[src/rtl/spi_pkg.sv]
// Shared types and default parameters for the SPI mode-0 master.
package spi_pkg;

    typedef enum logic [1:0] {
        IDLE,
        SETUP,
        XFER,
        HOLD
    } spi_state_t;

    localparam int unsigned SPI_DATA_W  = 16;
    localparam int unsigned SPI_CLK_DIV = 4;

endpackage

[src/rtl/flex_counter.sv]
// Wrapping up-counter: counts 0..ROLLOVER-1 while enabled, then wraps to 0.
// rollover_flag marks the terminal count and is not qualified by count_enable,
// so the caller gates it with its own enable condition.
module flex_counter #(
    parameter int unsigned WIDTH    = 4,
    parameter int unsigned ROLLOVER = 8
) (
    input  logic clk,
    input  logic n_rst,
    input  logic clear,
    input  logic count_enable,
    output logic rollover_flag
);

    localparam logic [WIDTH-1:0] LAST = WIDTH'(ROLLOVER - 1);

    logic [WIDTH-1:0] count;

    assign rollover_flag = (count == LAST);

    // Count register: synchronous clear has priority over counting.
    always_ff @(posedge clk or negedge n_rst) begin
        if (!n_rst) begin
            count <= '0;
        end else if (clear) begin
            count <= '0;
        end else if (count_enable) begin
            if (count == LAST) begin
                count <= '0;
            end else begin
                count <= count + 1'b1;
            end
        end
    end

endmodule

[src/rtl/spi_master.sv]
// SPI mode-0 (CPOL=0, CPHA=0) master: one full-duplex MSB-first frame per
// accepted start, framed by SETUP and HOLD guard intervals of CLK_DIV cycles.
module spi_master
    import spi_pkg::*;
#(
    parameter int unsigned DATA_W  = SPI_DATA_W,
    parameter int unsigned CLK_DIV = SPI_CLK_DIV
) (
    input  logic              clk,
    input  logic              n_rst,
    input  logic              start,
    input  logic [DATA_W-1:0] tx_data,
    input  logic              miso,
    output logic              sck,
    output logic              mosi,
    output logic              nss,
    output logic              busy,
    output logic              done,
    output logic [DATA_W-1:0] rx_data
);

    localparam int unsigned HALF_W = (CLK_DIV > 1) ? $clog2(CLK_DIV) : 1;
    localparam int unsigned BIT_W  = $clog2(DATA_W);

    spi_state_t        state;
    logic [DATA_W-1:0] tx_shift;
    logic [DATA_W-1:0] rx_shift;

    logic half_tc;
    logic bit_tc;
    logic half_end;
    logic active;

    assign active   = (state != IDLE);
    assign half_end = active && half_tc;

    flex_counter #(
        .WIDTH    (HALF_W),
        .ROLLOVER (CLK_DIV)
    ) u_half_cnt (
        .clk           (clk),
        .n_rst         (n_rst),
        .clear         (!active),
        .count_enable  (active),
        .rollover_flag (half_tc)
    );

    // Advances at the end of each low phase; its terminal count marks the last bit.
    flex_counter #(
        .WIDTH    (BIT_W),
        .ROLLOVER (DATA_W)
    ) u_bit_cnt (
        .clk           (clk),
        .n_rst         (n_rst),
        .clear         (!active),
        .count_enable  ((state == XFER) && half_end && !sck),
        .rollover_flag (bit_tc)
    );

    // Frame sequencer, shift registers and registered SPI/handshake outputs.
    always_ff @(posedge clk or negedge n_rst) begin
        if (!n_rst) begin
            state    <= IDLE;
            tx_shift <= '0;
            rx_shift <= '0;
            sck      <= 1'b0;
            mosi     <= 1'b0;
            nss      <= 1'b1;
            busy     <= 1'b0;
            done     <= 1'b0;
            rx_data  <= '0;
        end else begin
            done <= 1'b0;
            case (state)
                IDLE: begin
                    if (start) begin
                        state    <= SETUP;
                        tx_shift <= tx_data;
                        mosi     <= tx_data[DATA_W-1];
                        nss      <= 1'b0;
                        busy     <= 1'b1;
                    end
                end
                SETUP: begin
                    if (half_end) begin
                        state <= XFER;
                        sck   <= 1'b1;
                    end
                end
                XFER: begin
                    if (half_end) begin
                        if (sck) begin
                            // End of high phase: sample, then present the next bit
                            // unless this was the last one (mosi keeps the LSB).
                            sck      <= 1'b0;
                            rx_shift <= {rx_shift[DATA_W-2:0], miso};
                            if (!bit_tc) begin
                                tx_shift <= tx_shift << 1;
                                mosi     <= tx_shift[DATA_W-2];
                            end
                        end else if (bit_tc) begin
                            state <= HOLD;
                        end else begin
                            sck <= 1'b1;
                        end
                    end
                end
                HOLD: begin
                    if (half_end) begin
                        state   <= IDLE;
                        rx_data <= rx_shift;
                        done    <= 1'b1;
                        busy    <= 1'b0;
                        nss     <= 1'b1;
                        mosi    <= 1'b0;
                    end
                end
                default: state <= IDLE;
            endcase
        end
    end

endmodule

[config.mk]
export PLATFORM = sky130hd
export DESIGN_NAME = spi_master
export DESIGN_NICKNAME = d
export VERILOG_FILES = /design/src/rtl/spi_pkg.sv /design/src/rtl/flex_counter.sv /design/src/rtl/spi_master.sv
export SDC_FILE = /design/constraint.sdc
export NUM_CORES = 1
export LEC_CHECK = 0
export CORE_ASPECT_RATIO = 1.1
export CORE_UTILIZATION = 35
export CTS_BUF_LIST = sky130_fd_sc_hd__clkbuf_4
export DETAILED_ROUTE_END_ITERATION = 8
export PLACE_DENSITY = 0.68
export SLEW_MARGIN = 20
export SYNTH_ARGS = -nofsm -noshare
export SYNTH_HDL_FRONTEND = slang
export SYNTH_SLANG_ARGS = --single-unit
[constraint.sdc]
create_clock -name clk -period 2 [get_ports clk]
set_input_delay 0.4 -clock clk [delete_from_list [all_inputs] [get_ports clk]]
set_output_delay 0.4 -clock clk [all_outputs]
set_load 0.005 [all_outputs]
== Word-level counts from Yosys, hierarchy flattened ==
Index checks and enable logic that the tools add are counted.

* Bits in registers: 60
* Output and inout port bits: 21
* Word-level logic and storage cells: 78

* Add/sub/neg operators: 2
* Equality and inequality tests: 14
* Multiplexer cells: 34
* Reduce and logical (&&, ||, !) cells: 17

{| class="wikitable"
|+ Operators with widths
! operator !! count
|-
| $mux 15 || 4
|-
| $pmux 15 s2 || 1
|-
| $mux 2 || 8
|-
| $ne 2x2->1 const B || 8
|-
| $mux 1 || 13
|-
| $mux 4 || 3
|-
| $reduce_and 6->1 || 2
|-
| $reduce_and 3->1 || 3
|-
| $pmux 2 s4 || 1
|-
| $reduce_bool 2->1 || 4
|-
| $eq 2x2->1 const B || 3
|-
| $pmux 1 s2 || 3
|-
| $reduce_and 5->1 || 1
|-
| $add 4x1->4 const B || 1
|-
| $eq 4x4->1 const B || 1
|-
| $logic_and 1x1->1 || 3
|-
| $pmux 1 s3 || 1
|-
| $reduce_bool 3->1 || 1
|-
| $add 2x1->2 const B || 1
|-
| $eq 2x1->1 const B || 1
|-
| $logic_not 2->1 || 1
|-
| $ne 2x1->1 const B || 1
|-
| $reduce_and 2->1 || 1
|-
| $logic_not 1->1 || 1
|}

== Longest topological paths before layout ==
Gate-level depths: netlist (run 1).

* Depth after elaboration: 6
* Depth in mapped cells: 8
* Gate-level depth less buffers: 6

== Hierarchy ==
Synthesis (run 1) repeated with hierarchy kept, for this count alone.

* Cell total of the unflattened synthesis: 214
* Area, all modules: 2,753.9 um^2

{| class="wikitable"
|+ By module, submodules not included
! module !! instances !! cells each !! area each (um^2) !! seq. area each (um^2)
|-
| spi_master || 1 || 186 || 2,447.3 || 1,352.5
|-
| flex_counter (u_bit_cnt) || 1 || 20 || 206.4 || 100.1
|-
| flex_counter (u_half_cnt) || 1 || 8 || 100.1 || 50.0
|}

== Worst setup path after synthesis (run 1) ==
OpenSTA, ideal clock, no wires.

* Kind: reg2reg
* Start: reg state[0]
* End: reg state[1]
* Arrival: 1,788 ps
* Required time: 1,875 ps
* Slack: 87 ps
* Cell stages (with the launch flop): 7
* Period minus slack after synthesis: 1,913 ps
* Cells stage by stage: dfrtp_1 inv_1 ha_1 nand2b_4 a21oi_2 nor3b_1 mux2_2

* Longest elaborated chain between the ends: 4

{| class="wikitable"
|+ RTL lines
! item !! line !! RTL
|-
| start: declaration || spi_master.sv:25 || <nowiki>spi_state_t state;</nowiki>
|-
| start signal: assignment || spi_master.sv:63 || <nowiki>state <= IDLE;</nowiki>
|-
| start signal: assignment || spi_master.sv:77 || <nowiki>state <= SETUP;</nowiki>
|-
| start signal: assignment || spi_master.sv:86 || <nowiki>state <= XFER;</nowiki>
|-
| $reduce_bool 2->1 || spi_master.sv:34 || <nowiki>assign active = (state != IDLE);</nowiki>
|-
| $logic_and 1x1->1 || spi_master.sv:35 || <nowiki>assign half_end = active && half_tc;</nowiki>
|-
| $ne 2x2->1 (no source line) || n/a ||
|-
| $reduce_and 6->1 (no source line) || n/a ||
|}

Several ways; a longest one is shown, not always the timed one.
A chain may end at the register's enable or synchronous reset.

== Worst setup path in the final report (run 1) ==
* Start: reg state[1]
* End: reg tx_shift[0]

* Longest elaborated chain between the ends: 4

{| class="wikitable"
|+ RTL lines
! item !! line !! RTL
|-
| $reduce_bool 2->1 || spi_master.sv:34 ||
|-
| $logic_and 1x1->1 || spi_master.sv:35 ||
|-
| $ne 2x2->1 (no source line) || n/a ||
|-
| $reduce_and 5->1 (no source line) || n/a ||
|-
| end signal: assignment || spi_master.sv:78 || <nowiki>tx_shift <= tx_data;</nowiki>
|-
| end signal: assignment || spi_master.sv:98 || <nowiki>tx_shift <= tx_shift << 1;</nowiki>
|-
| end: declaration || spi_master.sv:26 || <nowiki>logic [DATA_W-1:0] tx_shift;</nowiki>
|}

Several ways; a longest one is shown, not always the timed one.

==> impl_metrics.json, run 1 <==
{
  "status": "finished, final reports clean",
  "portBuffers": 40,
  "place.gp.congestion": 0.7578,
  "switchingPower_uw": 527.9,
  "pwr-share-comb_pct": 3.2,
  "insertion_delay_ns": 0.41,
  "drv_slew": 0,
  "final_area_um2": 3577,
  "yosysSeqAreaShare_pct": 55.47,
  "fillCellCount": 699,
  "synthDominantCellAreaShare_pct": 54.50,
  "antenna_found_initial": 0,
  "syn_area_per_cell_um2": 12.84,
  "fin_cells": 381,
  "hold_class": "flop to flop",
  "post_drt_wl_per_cell_um": 13.34,
  "hpwl_mm": 3.239,
  "routed_wl_mm": 5.082,
  "fin_util_pct": 47.87,
  "setup_viol_count_final": 0,
  "finalWorstSetupSlack_ns": 0.1011,
  "area_growth_pct": 32.06,
  "insertedDiodeCount": 0,
  "pwr-share-seq_pct": 53.2,
  "grt-ovfl-total": 0,
  "multi_input_area_um2": 1139,
  "die_x_um": 85.88,
  "startpoint_type": "flop",
  "htreeDepth": 3,
  "num_vias": 1834,
  "placed_area_um2": 3338,
  "end_kind": "flop",
  "synth_area_leaders": "dfrtp_1 55%, mux2_2 14%, mux2i_1 5.9%, ha_1 4.2%, a21oi_1 3.3%",
  "floorplan.die_area_um2": 8096,
  "intPower_mw": 1.777,
  "synth_top_family_by_area": "multiplexers",
  "placed_cells": 360,
  "tightest_slew_ns": 0.3220,
  "cts-root-buf": "clkbuf_4",
  "cts.sinks": 60,
  "synth-seq-cells": 60,
  "postSynthCellCount": 211,
  "drt_first_iter_violations": 117,
  "grt_usage_pct": 13.83,
  "ys.warnings.count": 0,
  "grt_pass1_vias": 1814,
  "swShare_pct": 22.90,
  "viasPerCell": 4.814,
  "ir_drop_mv": 0.4114,
  "synth_top_cell_by_area": "dfrtp_1",
  "core_um2": 7473,
  "relSlewSlack_pct": 78.45,
  "place_ws_ns": 0.07435,
  "crit_fanout": 5,
  "ant_nets": 0,
  "numCtsBuffers": 9,
  "total_power_mw": 2.305,
  "max_freq_ghz": 0.5266,
  "synth.mux.area_fraction_pct": 20.05,
  "syn-cell-area_um2": 2709,
  "final-seq-area_um2": 1503,
  "grt_pass1_wl_mm": 8.583,
  "path_clk_slew_ns": 0.11,
  "synth_compound_area_share_pct": 11.69,
  "final_common_cell": "dfrtp_1",
  "syn-num-nets": 240,
  "synth_xor_area_share_pct": 0,
  "finClkSkew_ns": 0.01475,
  "clk_path_buf_depth": 2,
  "clockPowerShare_pct": 43.7,
  "power.density_nw_per_um2": 644.4,
  "synthSimpleGateAreaFrac_pct": 5.589,
  "hold_viol_final": 0,
  "min_period_ns": 1.899,
  "rows": 33,
  "ys_types": 35,
  "drv_cap": 0,
  "drcViolationCount": 0,
  "initial_utilization_pct": 36.25,
  "synthAdderAreaFrac_pct": 4.157,
  "drt-pass1-iter-count": 4,
  "fin_crit_sh_pct": 94.95,
  "layout.cells.most_common_list": "59 x dfrtp_1, 39 x clkdlybuf4s50_1, 34 x mux2_2",
  "grt_max_degree": 61,
  "critical_path_class": "flop to flop",
  "nets": 300,
  "tritoncts": "yes",
  "die_y_um": 94.27,
  "layout-drive-gt1-share_pct": 28.26,
  "power.leakage_nw": 1.721,
  "io_pins": 41,
  "crit_required_ns": 2.31,
  "cp.arrival_ns": 2.21
}
-- power by group through the flow --
stage | combinational (mW) | clock, mW | sequential [mW]
global route | 0.0819 | 1.09 | 1.23
floorplan | 0.00716 | 0 | 1.25
detailed placement | 0.0751 | 0 | 1.25
global placement | 0.0739 | 0 | 1.25
finish | 0.0734 | 1.01 | 1.23
CTS | 0.0767 | 1.04 | 1.23
-- area by class of cell --
| class | count | area share [%] |
|---|---|---|
| Clock buffer | 9 | 1.889 |
| Clock inverter | 7 | 2.763 |
| Inverter | 6 | 0.6296 |
| Multi-Input combinational cell | 134 | 31.83 |
| Sequential cell | 60 | 42.01 |
| Tap cell | 105 | 3.673 |
| Timing Repair Buffer | 60 | 17.21 |
-- state kept, by name (all words and copies together) (netlist names), 2 cells and up --
name / flops
rx_data: 16
rx_shift: 16
state: 2
tx_shift: 15
u_bit_cnt.count: 4
u_half_cnt.count: 2
-- worst paths after layout --
path	cells after the start	endpoint	slack, ns	startpoint
setup reg to reg	8	tx_shift[0]	0.10	state[1]
setup / recovery	8	tx_shift[0]	0.10	state[1]
max in group asynchronous	3	nss	1.19	n_rst
hold reg to reg	1	u_half_cnt.count[0]	0.45	u_half_cnt.count[0]
hold / removal	1	u_half_cnt.count[0]	0.45	u_half_cnt.count[0]
min in group asynchronous	3	rx_data[11]	0.51	n_rst
-- per-stage QoR --
stage	hold slack [ns]	setup TNS [ns]
floorplan	0.1044	0
global placement	0.4272	0
detailed placement	0.4361	0
CTS	0.4538	0
global route	0.4735	-0.1214
finish	0.4462	0
-- cell families (layout without fill, tap and decap cells) --
family,after synthesis,after routing
flip-flops,60,60
multiplexers,50,50
AO/OA/AOI/OAI,48,48
AND/OR/NAND/NOR,27,27
buffers and inverters,17,82
adder cells (fa/ha/maj),9,9
-- worst max-delay path, cell delays in order (launching register included) --
cell,delay (ns)
dfrtp_1,0.44
inv_2,0.07
ha_2,0.20
nand2b_4,0.17
a2111oi_4,0.38
buf_4,0.20
buf_4,0.10
nand2_1,0.05
a32o_1,0.20
-- layer usage --
layer  part of all wire, %  vias up  GRT usage [%]
met2                    47       34          21.49
met3                   3.7        7          3.691
li1                      -      891              -
met5                     0        -              0
met4                   1.9        0          7.917
met1                    47      902          17.32
-- cell usage after synthesis --
cell type	number
nor3b_1	1
ha_1	9
o41a_1	1
a21oi_2	1
a2111oi_4	1
inv_1	6
a31oi_1	14
buf_2	5
mux2i_1	16
and3b_1	1
and2b_1	1
nor2_1	6
nor3_1	1
dfstp_2	1
a21oi_1	18
nand4b_1	1
o21a_1	1
clkbuf_2	1
o21ai_0	5
nor2b_1	4
o32a_1	1
mux2_2	34
nand3_2	1
nand2_1	8
a21o_1	1
buf_4	3
and3_1	1
dfrtp_1	59
a32o_1	1
o211ai_1	2
a22o_1	1
nor4_1	1
nand2b_4	1
a22oi_1	1
clkbuf_1	2
-- timing repair --
action	in CTS	in global routing
setup buffers	0	3
endpoints found under the hold margin	59	0
setup endpoints to repair	0	31
hold buffers	1	0
gates resized for setup	0	4
Power figures use the tool's default switching activity.
==> run 2, diff against run 1 <==
--- a/config.mk
+++ b/config.mk
@@ -9,7 +9,7 @@
 export CORE_UTILIZATION = 35
 export CTS_BUF_LIST = sky130_fd_sc_hd__clkbuf_4
 export DETAILED_ROUTE_END_ITERATION = 8
-export PLACE_DENSITY = 0.68
+export PLACE_DENSITY = 0.66
 export SLEW_MARGIN = 20
 export SYNTH_ARGS = -nofsm -noshare
 export SYNTH_HDL_FRONTEND = slang
==> constraint.sdc (replaced) <==
create_clock -name clk -period 1.8 [get_ports clk]
set_input_delay 0.36 -clock clk [delete_from_list [all_inputs] [get_ports clk]]
set_output_delay 0.36 -clock clk [all_outputs]
set_load 0.005 [all_outputs]
==> run 2 against run 1 <==
Effect of this change:
- the flow now finishes with violations (setup timing)
- combinational power is 13% higher
- setup slack worse by 0.15 ns
- clock power is 9% higher
- largest power group unchanged
==> impl_metrics.json, run 2 (synthesis results as in run 1) <==
{
  "status": "finished, violations left",
  "violations": "setup timing",
  "insertion_delay_ns": 0.40,
  "routed_wl_mm": 5.508,
  "critical_path_class": "flop to flop",
  "layout.cells.most_common_list": "58 x dfrtp_1, 37 x clkdlybuf4s50_1, 33 x mux2_2",
  "grt-ovfl-total": 0,
  "grt_pass1_wl_mm": 8.631,
  "pwr-share-seq_pct": 53.4,
  "place_ws_ns": -0.1141,
  "switchingPower_uw": 575.3,
  "numCtsBuffers": 9,
  "tightest_slew_ns": 0.3684,
  "post_drt_wl_per_cell_um": 13.74,
  "hpwl_mm": 3.591,
  "insertedDiodeCount": 0,
  "final-seq-area_um2": 1504,
  "timing.rr.start": "state[1]",
  "portBuffers": 40,
  "layout-drive-gt1-share_pct": 38.51,
  "power.density_nw_per_um2": 659.9,
  "swShare_pct": 22.57,
  "viasPerCell": 4.845,
  "drcViolationCount": 0,
  "io_pins": 41,
  "cp.arrival_ns": 2.16,
  "drv_cap": 0,
  "drt-pass1-iter-count": 4,
  "multi_input_area_um2": 1231,
  "die_x_um": 85.88,
  "relSlewSlack_pct": 75.44,
  "worstRegToRegCells": 8,
  "clk_path_buf_depth": 2,
  "crit_fanout": 7,
  "antenna_found_initial": 0,
  "area_growth_pct": 42.59,
  "startpoint": "state[1]",
  "tritoncts": "yes",
  "final_common_cell": "dfrtp_1",
  "end_kind": "flop",
  "cts-root-buf": "clkbuf_4",
  "die_y_um": 94.27,
  "grt_max_degree": 18,
  "total_power_mw": 2.549,
  "fillCellCount": 678,
  "hold_class": "primary input to async pin",
  "fin_util_pct": 51.68,
  "floorplan.die_area_um2": 8096,
  "r2r_slack_ns": -0.05,
  "num_vias": 1943,
  "ir_drop_mv": 0.4132,
  "worstReg2RegEnd": "tx_shift[13]",
  "cp-endpoint": "tx_shift[13]",
  "hold_viol_final": 0,
  "grt_usage_pct": 13.94,
  "ant_nets": 0,
  "startpoint_type": "flop",
  "path_clk_slew_ns": 0.12,
  "reg_top3": "rx_data x16, rx_shift x16, tx_shift x15",
  "intPower_mw": 1.973,
  "fin_crit_sh_pct": 102.6,
  "pwr-share-comb_pct": 3.3,
  "power.leakage_nw": 1.903,
  "nets": 320,
  "grt_pass1_vias": 1863,
  "drv_slew": 0,
  "drt_first_iter_violations": 55,
  "core_um2": 7473,
  "min_period_ns": 1.846,
  "htreeDepth": 3,
  "crit_required_ns": 2.11,
  "initial_utilization_pct": 36.25,
  "setup_viol_count_final": 7,
  "clockPowerShare_pct": 43.3,
  "finClkSkew_ns": 0.01226,
  "rows": 33,
  "rsz0062_at_grt": "true",
  "finalWorstSetupSlack_ns": -0.04629,
  "cts.sinks": 60,
  "place.gp.congestion": 0.8083,
  "max_freq_ghz": 0.5416
}
[run 2: worst min path at each step]
| stage | start | end | slack [ns] | depth (start not counted) |
|---|---|---|---|---|
| finish | n_rst | rx_data[15] | 0.39 | 2 |
| global route | n_rst | rx_data[15] | 0.39 | 2 |
| CTS | n_rst | rx_shift[12] | 0.39 | 2 |
| detailed placement | n_rst | rx_shift[12] | 0.29 | 1 |
| global placement | n_rst | rx_data[15] | 0.30 | 1 |
| floorplan | n_rst | busy | 0.06 | 0 |
[run 2: power groups by stage]
| stage | sequential [mW] | clock [mW] | combinational [mW] |
|---|---|---|---|
| after floorplan | 1.39 | 0 | 0.00796 |
| after global placement | 1.39 | 0 | 0.0832 |
| after detailed placement | 1.39 | 0 | 0.0846 |
| after CTS | 1.36 | 1.13 | 0.0866 |
| after global routing | 1.36 | 1.20 | 0.0937 |
| final | 1.36 | 1.10 | 0.0828 |
[run 2: metrics by stage]
step	area, um^2	instances	TNS [ns]	hold slack, ns
2_1_floorplan	2724	211	0	0.06441
3_3_place_gp	3416	372	-0.9757	0.2959
3_5_place_dp	3416	372	-1.381	0.2932
4_1_cts	3655	393	-0.01033	0.3872
5_1_grt	3862	401	-1.404	0.3947
6_report	3862	401	-0.1346	0.3893
[run 2: worst max-delay path: stages, from the launching register on]
cell,delay (ns)
dfrtp_1,0.44
buf_6,0.14
ha_4,0.16
nor2b_4,0.13
a2111oi_4,0.33
buf_6,0.19
buf_4,0.15
a21oi_1,0.07
a31oi_1,0.15
[run 2: cell type report]
cell class	instances	share of cell area, %
multi-input cells	134	31.88
well taps	105	3.401
flip-flops and latches	60	38.94
clock inverters	7	2.559
repair buffers	80	20.89
inverters	6	0.5831
clock buffers	9	1.749
[run 2: timing repair]
item / in CTS / in global routing
gates cloned: 1 / 3
pin swaps: 2 / 10
endpoints found under the hold margin: 13 / 0
hold buffers: 1 / 0
buffers inserted: 3 / 5
endpoints found under the setup margin: 19 / 26
resized for setup: 13 / 21
[run 2: layer usage]
| layer | global-route usage (%) | part of all wire [%] | vias up | wire (um) |
|---|---|---|---|---|
| met4 | 5.972 | 1.5 | 0 | 82 |
| met3 | 4.394 | 3.2 | 8 | 175 |
| met1 | 18.38 | 47 | 960 | 2606 |
| met2 | 21.03 | 48 | 37 | 2644 |
| met5 | 0 | 0 | - | 0 |
| li1 | - | - | 938 | - |
